[config.mk]
export PLATFORM = sky130hd
export DESIGN_NAME = le7s_scan
export DESIGN_NICKNAME = d
export VERILOG_FILES = /design/src/rtl/le7s_scan_pkg.sv /design/src/rtl/le7s_scan_dec7s.sv /design/src/rtl/le7s_scan.sv
export SDC_FILE = /design/constraint.sdc
export NUM_CORES = 1
export LEC_CHECK = 0
export ABC_AREA = 1
export CAP_MARGIN = 20
export CORE_MARGIN = 2
export CORE_UTILIZATION = 42
export DETAILED_ROUTE_END_ITERATION = 8
export DONT_BUFFER_PORTS = 1
export PLACE_DENSITY_LB_ADDON = 0.12
export SLEW_MARGIN = 15
export SYNTH_ARGS = -nofsm -noshare
export SYNTH_HDL_FRONTEND = slang
export SYNTH_HIERARCHICAL = 1
export SYNTH_SLANG_ARGS = --single-unit
[constraint.sdc]
create_clock -name clk -period 4.55 [get_ports clk]
set_clock_uncertainty 0.2 [all_clocks]
set_input_delay 0.6825 -clock clk [delete_from_list [all_inputs] [get_ports clk]]
set_output_delay 0.6825 -clock clk [all_outputs]
set_load 0.05 [all_outputs]
[src/rtl/le7s_scan_pkg.sv]
// rtl/le7s_scan_pkg.sv - shared seven-segment constants and scan FSM states
package pkg7s;

  // Active-high lit patterns, bit0=a .. bit6=g
  localparam logic [6:0] SEG_0     = 7'h3F;
  localparam logic [6:0] SEG_1     = 7'h06;
  localparam logic [6:0] SEG_2     = 7'h5B;
  localparam logic [6:0] SEG_3     = 7'h4F;
  localparam logic [6:0] SEG_4     = 7'h66;
  localparam logic [6:0] SEG_5     = 7'h6D;
  localparam logic [6:0] SEG_6     = 7'h7D;
  localparam logic [6:0] SEG_7     = 7'h07;
  localparam logic [6:0] SEG_8     = 7'h7F;
  localparam logic [6:0] SEG_9     = 7'h6F;
  localparam logic [6:0] SEG_A     = 7'h77;
  localparam logic [6:0] SEG_B     = 7'h7C;
  localparam logic [6:0] SEG_C     = 7'h39;
  localparam logic [6:0] SEG_D     = 7'h5E;
  localparam logic [6:0] SEG_E     = 7'h79;
  localparam logic [6:0] SEG_F     = 7'h71;
  localparam logic [6:0] SEG_BLANK = 7'h00;

  typedef enum logic [1:0] {
    IDLE,
    TRACK,
    HELD
  } state_t;

endpackage

[src/rtl/le7s_scan_dec7s.sv]
// rtl/le7s_scan_dec7s.sv - active-low segment pattern to hex nibble decoder
module dec7s
  import pkg7s::*;
(
  input  logic [6:0] seg_n_i,
  output logic [3:0] valor_o,
  output logic       conhecido_o,
  output logic       apagado_o
);

  logic [6:0] lit;

  always_comb begin
    lit         = ~seg_n_i;
    valor_o     = 4'h0;
    conhecido_o = 1'b1;
    apagado_o   = 1'b0;
    case (lit)
      SEG_0:     valor_o = 4'h0;
      SEG_1:     valor_o = 4'h1;
      SEG_2:     valor_o = 4'h2;
      SEG_3:     valor_o = 4'h3;
      SEG_4:     valor_o = 4'h4;
      SEG_5:     valor_o = 4'h5;
      SEG_6:     valor_o = 4'h6;
      SEG_7:     valor_o = 4'h7;
      SEG_8:     valor_o = 4'h8;
      SEG_9:     valor_o = 4'h9;
      SEG_A:     valor_o = 4'hA;
      SEG_B:     valor_o = 4'hB;
      SEG_C:     valor_o = 4'hC;
      SEG_D:     valor_o = 4'hD;
      SEG_E:     valor_o = 4'hE;
      SEG_F:     valor_o = 4'hF;
      SEG_BLANK: begin
        conhecido_o = 1'b0;
        apagado_o   = 1'b1;
      end
      default:   conhecido_o = 1'b0;
    endcase
  end

endmodule

[src/rtl/le7s_scan.sv]
// rtl/le7s_scan.sv - multiplexed seven-segment bus reader, one decoded nibble per digit
module le7s_scan
  import pkg7s::*;
#(
  parameter int DIGITS = 4,
  parameter int STABLE = 4
) (
  input  logic                  clk,
  input  logic                  reset,
  input  logic [DIGITS-1:0]     anodos,
  input  logic [6:0]            segmentos,
  output logic [4*DIGITS-1:0]   numeros,
  output logic [DIGITS-1:0]     valido,
  output logic [DIGITS-1:0]     erro,
  output logic                  atualizado
);

  localparam int CW = $clog2(STABLE);

  logic [DIGITS-1:0]   anodos_r, anodos_p;
  logic [6:0]          segmentos_r, segmentos_p;
  state_t              state_q;
  logic [CW-1:0]       cnt_q;
  logic [4*DIGITS-1:0] numeros_q;
  logic [DIGITS-1:0]   valido_q, erro_q;
  logic                atualizado_q;

  logic                changed, one_hot;
  logic [DIGITS-1:0]   sel;
  logic [3:0]          valor;
  logic                conhecido, apagado;

  assign sel     = ~anodos_r;
  assign one_hot = $onehot(sel);
  assign changed = (anodos_r != anodos_p) || (segmentos_r != segmentos_p);

  dec7s u_dec (
    .seg_n_i     (segmentos_r),
    .valor_o     (valor),
    .conhecido_o (conhecido),
    .apagado_o   (apagado)
  );

  always_ff @(posedge clk) begin
    if (reset) begin
      anodos_r     <= '1;
      anodos_p     <= '1;
      segmentos_r  <= '1;
      segmentos_p  <= '1;
      state_q      <= IDLE;
      cnt_q        <= '0;
      numeros_q    <= '0;
      valido_q     <= '0;
      erro_q       <= '0;
      atualizado_q <= 1'b0;
    end else begin
      anodos_r     <= anodos;
      segmentos_r  <= segmentos;
      anodos_p     <= anodos_r;
      segmentos_p  <= segmentos_r;
      atualizado_q <= 1'b0;
      if (changed) begin
        cnt_q   <= '0;
        state_q <= one_hot ? TRACK : IDLE;
      end else begin
        case (state_q)
          TRACK: begin
            cnt_q <= cnt_q + 1'b1;
            // Reaching STABLE-1 on this edge is the commit; HELD keeps the count parked there.
            if (cnt_q == CW'(STABLE - 2)) begin
              state_q      <= HELD;
              atualizado_q <= 1'b1;
              for (int i = 0; i < DIGITS; i++) begin
                if (sel[i]) begin
                  valido_q[i] <= conhecido;
                  erro_q[i]   <= !conhecido && !apagado;
                  if (conhecido) numeros_q[4*i +: 4] <= valor;
                end
              end
            end
          end
          default: ;
        endcase
      end
    end
  end

  assign numeros    = numeros_q;
  assign valido     = valido_q;
  assign erro       = erro_q;
  assign atualizado = atualizado_q;

endmodule

==> results of run 1 <==
## registers in the layout, indices dropped and copies added (netlist names)
name         flops
anodos_r         4
segmentos_r      7
segmentos_p      7
numeros         16
cnt_q            2
atualizado       1
erro             4
anodos_p         4
valido           4
state_q          2
## worst register-to-register path, stage by stage (launching register included)
cell and delay [ns]:
dfxtp_1 0.46, inv_1 0.07, nand2_1 0.13, nor2_1 0.07, nand2_1 0.13, nand3_2 0.10, nor2_2 0.10, nand3_1 0.34
nor2_1 0.37, nor2_1 0.09, nor2_1 0.11
## power by group through the flow
stage / Clock [uW] / Combinational (uW) / Sequential, uW
6_report: 381 / 65.8 / 467
5_1_grt: 412 / 76.4 / 469
3_3_place_gp: 0 / 66.3 / 478
2_1_floorplan: 0 / 61.3 / 475
3_5_place_dp: 0 / 66.6 / 478
4_1_cts: 393 / 66.9 / 468
## through the flow
stage / power, uW / cell area, um2 / hold WS, ns / worst slack, ns / utilization
floorplan: 536 / 2490 / 0.243 / 2.72 / -
global placement: 544 / 2540 / 0.253 / 2.35 / 0.436
detailed placement: 544 / 2540 / 0.258 / 2.35 / 0.436
global route: 958 / 2680 / 0.210 / 2.10 / 0.460
CTS: 927 / 2680 / 0.220 / 2.33 / 0.460
finish: 914 / 2680 / 0.233 / 2.36 / 0.460
## how the worst min path moves through the flow
stage          startpoint          to  slack, ns  depth (start not counted)
2_1_floorplan  state_q[1]  state_q[1]       0.24                          2
4_1_cts             reset   valido[2]       0.22                          1
3_5_place_dp   state_q[1]  state_q[1]       0.26                          2
3_3_place_gp     cnt_q[0]    cnt_q[0]       0.25                          2
5_1_grt             reset   valido[2]       0.21                          1
6_report            reset   valido[2]       0.23                          1
## logic make-up (layout without fill, tap and decap cells)
| kind of cell | Yosys count | count (layout) | share of synthesized area |
|---|---|---|---|
| buf+inv | 58 | 60 | 0.0979 |
| flops | 51 | 51 | 0.410 |
| xor+xnor | 5 | 5 | 0.0176 |
| simple gates | 221 | 221 | 0.424 |
| compound gates | 11 | 11 | 0.0276 |
| fa+ha+maj | 4 | 4 | 0.0231 |
## cell type report
| class | count | area [um2] | area share |
|---|---|---|---|
| tap | 75 | 93.8 | 0.0351 |
| clock inverter | 3 | 71.3 | 0.0266 |
| multi-input combinational | 241 | 1230 | 0.458 |
| clock buffer | 5 | 68.8 | 0.0257 |
| inverter | 52 | 195 | 0.0729 |
| sequential | 51 | 1020 | 0.381 |
## metal layers
metal  global-route usage  share of wire  vias up
met5                    0              0        -
met4               0.0458          0.011        0
met3               0.0444          0.059        4
met2                0.251           0.44       42
met1                0.217           0.49      828
li1                     -              -     1034
## cells in the final DEF, fill, tap and decap left out, drive strengths merged
master / instances
and2: 2
nor3: 1
xnor2: 5
ha: 3
o21a: 1
nor2: 74
a21oi: 10
nand3: 11
bufinv: 2
inv: 53
nand2: 113
clkbuf: 5
fa: 1
dfxtp: 51
nand4: 4
or2: 16
==> flow_summary.toml, run 1 <==
[status]
status = "finished, final reports clean"

[critical_path]
crit_type = "flop to flop"
cp-startpoint = "segmentos_r[0]"
ff2ff_path_depth = 10
worst-path-buf-inv = 1
cp.depth = 10
cp_common_cell = "nor2_1"
slowest_delay_ns = 0.46
r2r_slack_ns = 2.36
r2r-end = "erro[0]"
cp-endpoint = "erro[0]"
required_ns = 4.60
endpoint_kind = "flop"
worst_setup_path_start_kind = "flop"
crit_arrival_ns = 2.24
r2r-start = "segmentos_r[0]"
critPathTopFamily = "simple AND/OR/NAND/NOR gates"
path_cells = "inv_1 > nand2_1 > nor2_1 > nand2_1 > nand3_2 > nor2_2 > nand3_1 > nor2_1 > nor2_1 > nor2_1"
crit_slowest_cell = "dfxtp_1"
path_max_fanout = 6

[run]
max_cap_viol_count = 0

[floorplanning]
initial_utilization = 0.428
die_w_um = 81.0
io_pins = 38
design.die.area_um2 = 6560
core_um2 = 5820
die_h_um = 81.0
rows = 28

[timing]
finalCritPeriodShare = 0.481
worstMarginPinSlew_ns = 0.994
rsz0062_at_grt = "no"
max_freq_ghz = 0.457
period_minus_slack_ns = 2.19
setup_viol = 0
slew_violations = 0
max_slew_margin = 0.336
hold_viol = 0
tns_ns = 0

[finish]
layout.cells.non_filler = 427
nNetsFinal = 368
area_delta_synth_final_pct = 7.43
drive_gt1_frac = 0.165
antenna_cells = 0
fillers = 611

[synth]
yosysUniqueCellTypes = 27
ys_ff_latch = 51
avgSynthCellArea_um2 = 7.12
synth-seq-area-share = 0.410
syn-num-nets = 367
synth_common_cells = "105 x nand2_1, 64 x nor2_1, 51 x dfxtp_1"
synth-edff-count = 0
ys_warn_count = 6
post-synth-top-count-cell = "nand2_1"
yosysTopAreaCell = "dfxtp_1"
synth_top_area_frac = 0.410
async_flop_share = 0
ys.flop_type = "dfxtp_1"
synthCells = 350
syn-cell-area_um2 = 2490
synth_area_leaders = "dfxtp_1 41%, nand2_1 16%, nor2_1 9.6%"

[placement]
dp.cells = 419
post-dp-hpwl_mm = 3.50
place_congestion = 0.820
io_buffers = 0

[power_and_ir_drop]
p_leak_uw = 0.00146
clock_power_share = 0.417
power_switching_uw = 212
seqPwrFrac = 0.511
internal-power_uw = 703
combPwrFrac = 0.072
power.density_nw_per_um2 = 342
vdd_drop_max_uv = 159
netSwitchingFraction = 0.232

[route]
routed_wl_mm = 4.79
postRouteAntennaNets = 0
vias = 1908
avgViaCountPerCell = 4.47
first_iter_violations = 92
remaining_drc_errors = 0
routedWlPerCell_um = 11.2
first_pass_iters = 4

[clock_network]
clkTransAtPathRegs_ns = 0.10
h-tree-depth = 2
cts_buffers = 5
root_buffer = "clkbuf_8"
worstSkewPairLatency_ns = 0.30
cts_resized = 0
clockBufferDepth = 2
cts_sinks = 51
cts_setup_buffers = 0
ctsHoldBuffers = 0
cts_tree = "done"

[grt]
grt_pass1_vias = 1691
grt_max_degree = 30
grt_usage = 0.161
overflow = 0
antenna_found_initial = 0
grt_pass1_wl_mm = 8.09

[hold_path]
hold_class = "input pin to flop"
Power figures use the tool's default switching activity.
==> run 2: changes to the inputs <==
- clock period: 4.55 -> 2.29 ns (I/O delays scaled with it)
==> run 2 against run 1 <==
  * Flip-flop and latch count unchanged
  * Final cell count increased by 3.0%
  * Critical path type unchanged
  * Global-route usage down 0.14 points
  * Via count is 1.4% higher
  * Highest routed layer unchanged
  * Wire length decreased by 1.2%
  * Power increased by 79%
  * Largest cell class unchanged
==> flow_summary.toml, run 2 (synthesis gave the netlist of run 1 again) <==
[critical_path]
r2r_slack_ns = 0.31
crit_type = "flop to flop"
endpoint_kind = "flop"
required_ns = 2.31
path_max_fanout = 9
slowest_delay_ns = 0.48
worst_setup_path_start_kind = "flop"
path_cells = "inv_2 > nand2_2 > nor2_2 > nand2_1 > nand3_2 > nor2_2 > nand3_2 > nand4_4 > nand2_1 > nand2_1 > nor2_1"
crit_arrival_ns = 2.00
crit_slowest_cell = "dfxtp_1"
cp_common_cell = "nand2_1"

[finish]
nNetsFinal = 381
final_cell_mix = "105 x nand2_1, 63 x nor2_1, 51 x dfxtp_1"
finalInstanceArea_um2 = 2770
antenna_cells = 0
layout.cells.non_filler = 440
drive_gt1_frac = 0.167
largest_register_ffs = 16
area_delta_synth_final_pct = 11.1
final_common_cell = "nand2_1"

[floorplanning]
die_w_um = 81.0
io_pins = 38
design.die.area_um2 = 6560
die_h_um = 81.0
initial_utilization = 0.428
core_um2 = 5820
rows = 28

[placement]
post-dp-hpwl_mm = 3.42
post-place-ws_ns = 0.105
dp.cells = 420
io_buffers = 0
place_congestion = 0.856
placed_area_um2 = 2540

[clock_network]
clkTransAtPathRegs_ns = 0.11
cts_sinks = 51
h-tree-depth = 2
cts_buffers = 5
cts_tree = "done"
worstSkewPairLatency_ns = 0.30
root_buffer = "clkbuf_8"
clockBufferDepth = 2

[grt]
antenna_found_initial = 0
grt_usage = 0.159
grt_pass1_vias = 1742
grt_pass1_wl_mm = 8.16
grt_max_degree = 30
overflow = 0

[timing]
setup_viol = 0
period_minus_slack_ns = 1.98
max_freq_ghz = 0.505
worstMarginPinSlew_ns = 0.616
max_slew_margin = 0.588
hold_viol = 0
tns_ns = 0
slew_violations = 0
fin_ws_ns = 0.309
rsz0062_at_grt = "no"
whs_ns = 0.213
finalCritPeriodShare = 0.865

[power_and_ir_drop]
power.density_nw_per_um2 = 591
p_leak_uw = 0.00151
vdd_drop_max_uv = 249

[route]
postRouteAntennaNets = 0
routed_wl_mm = 4.73
routedWlPerCell_um = 10.8
first_pass_iters = 5
avgViaCountPerCell = 4.40
vias = 1934
first_iter_violations = 80
remaining_drc_errors = 0

[status]
status = "finished, final reports clean"

[run]
max_cap_viol_count = 0

[hold_path]
hold_class = "input pin to flop"
==> run 2: layout make-up <==
type,count,area (um2)
Fill cell,618,3050
Multi-Input combinational cell,241,1230
Tap cell,75,93.8
Sequential cell,51,1020
Clock buffer,6,82.6
Timing Repair Buffer,13,128
Clock inverter,2,13.8
Inverter,52,195
==> run 2: power breakdown <==
group	internal (uW)	switching [uW]
Combinational	60.1	91.1
Clock	248	309
Sequential	907	20.9
Total	1220	421
==> run 2: path summary, 6_finish.rpt <==
path,startpoint,end,depth (start not counted)
worst min-delay path,reset,anodos_p[0],3
worst min register to register,state_q[1],state_q[1],2
worst max register to register,segmentos_r[6],numeros[3],11
worst max-delay path,segmentos_r[6],numeros[3],11
==> run 2: critical path: cells and delay by family (launching register included) <==
family	cells	cell delay, ns
and+or+nand+nor	10	1.13
DFF	1	0.48
buffers and inverters	1	0.08
==> run 2: timing repair <==
action | CTS | global route
endpoints found under the hold margin | 19 | 0
gates resized for setup | 0 | 2
hold buffers | 12 | 0
endpoints found under the setup margin | 0 | 21
buffers inserted | 0 | 0
==> run 2: routing by layer <==
metal	up-vias	global-route usage	wire, um
met5	-	0	0
met2	34	0.265	2140
met1	832	0.207	2330
li1	1064	-	-
met3	4	0.0378	227
met4	0	0.0407	35
==> run 2: metrics by stage <==
step                      power, uW   util
after floorplan                1070      -
final                          1640  0.476
after global placement         1080  0.437
after global routing           1720  0.476
after CTS                      1660  0.475
after detailed placement       1080  0.437
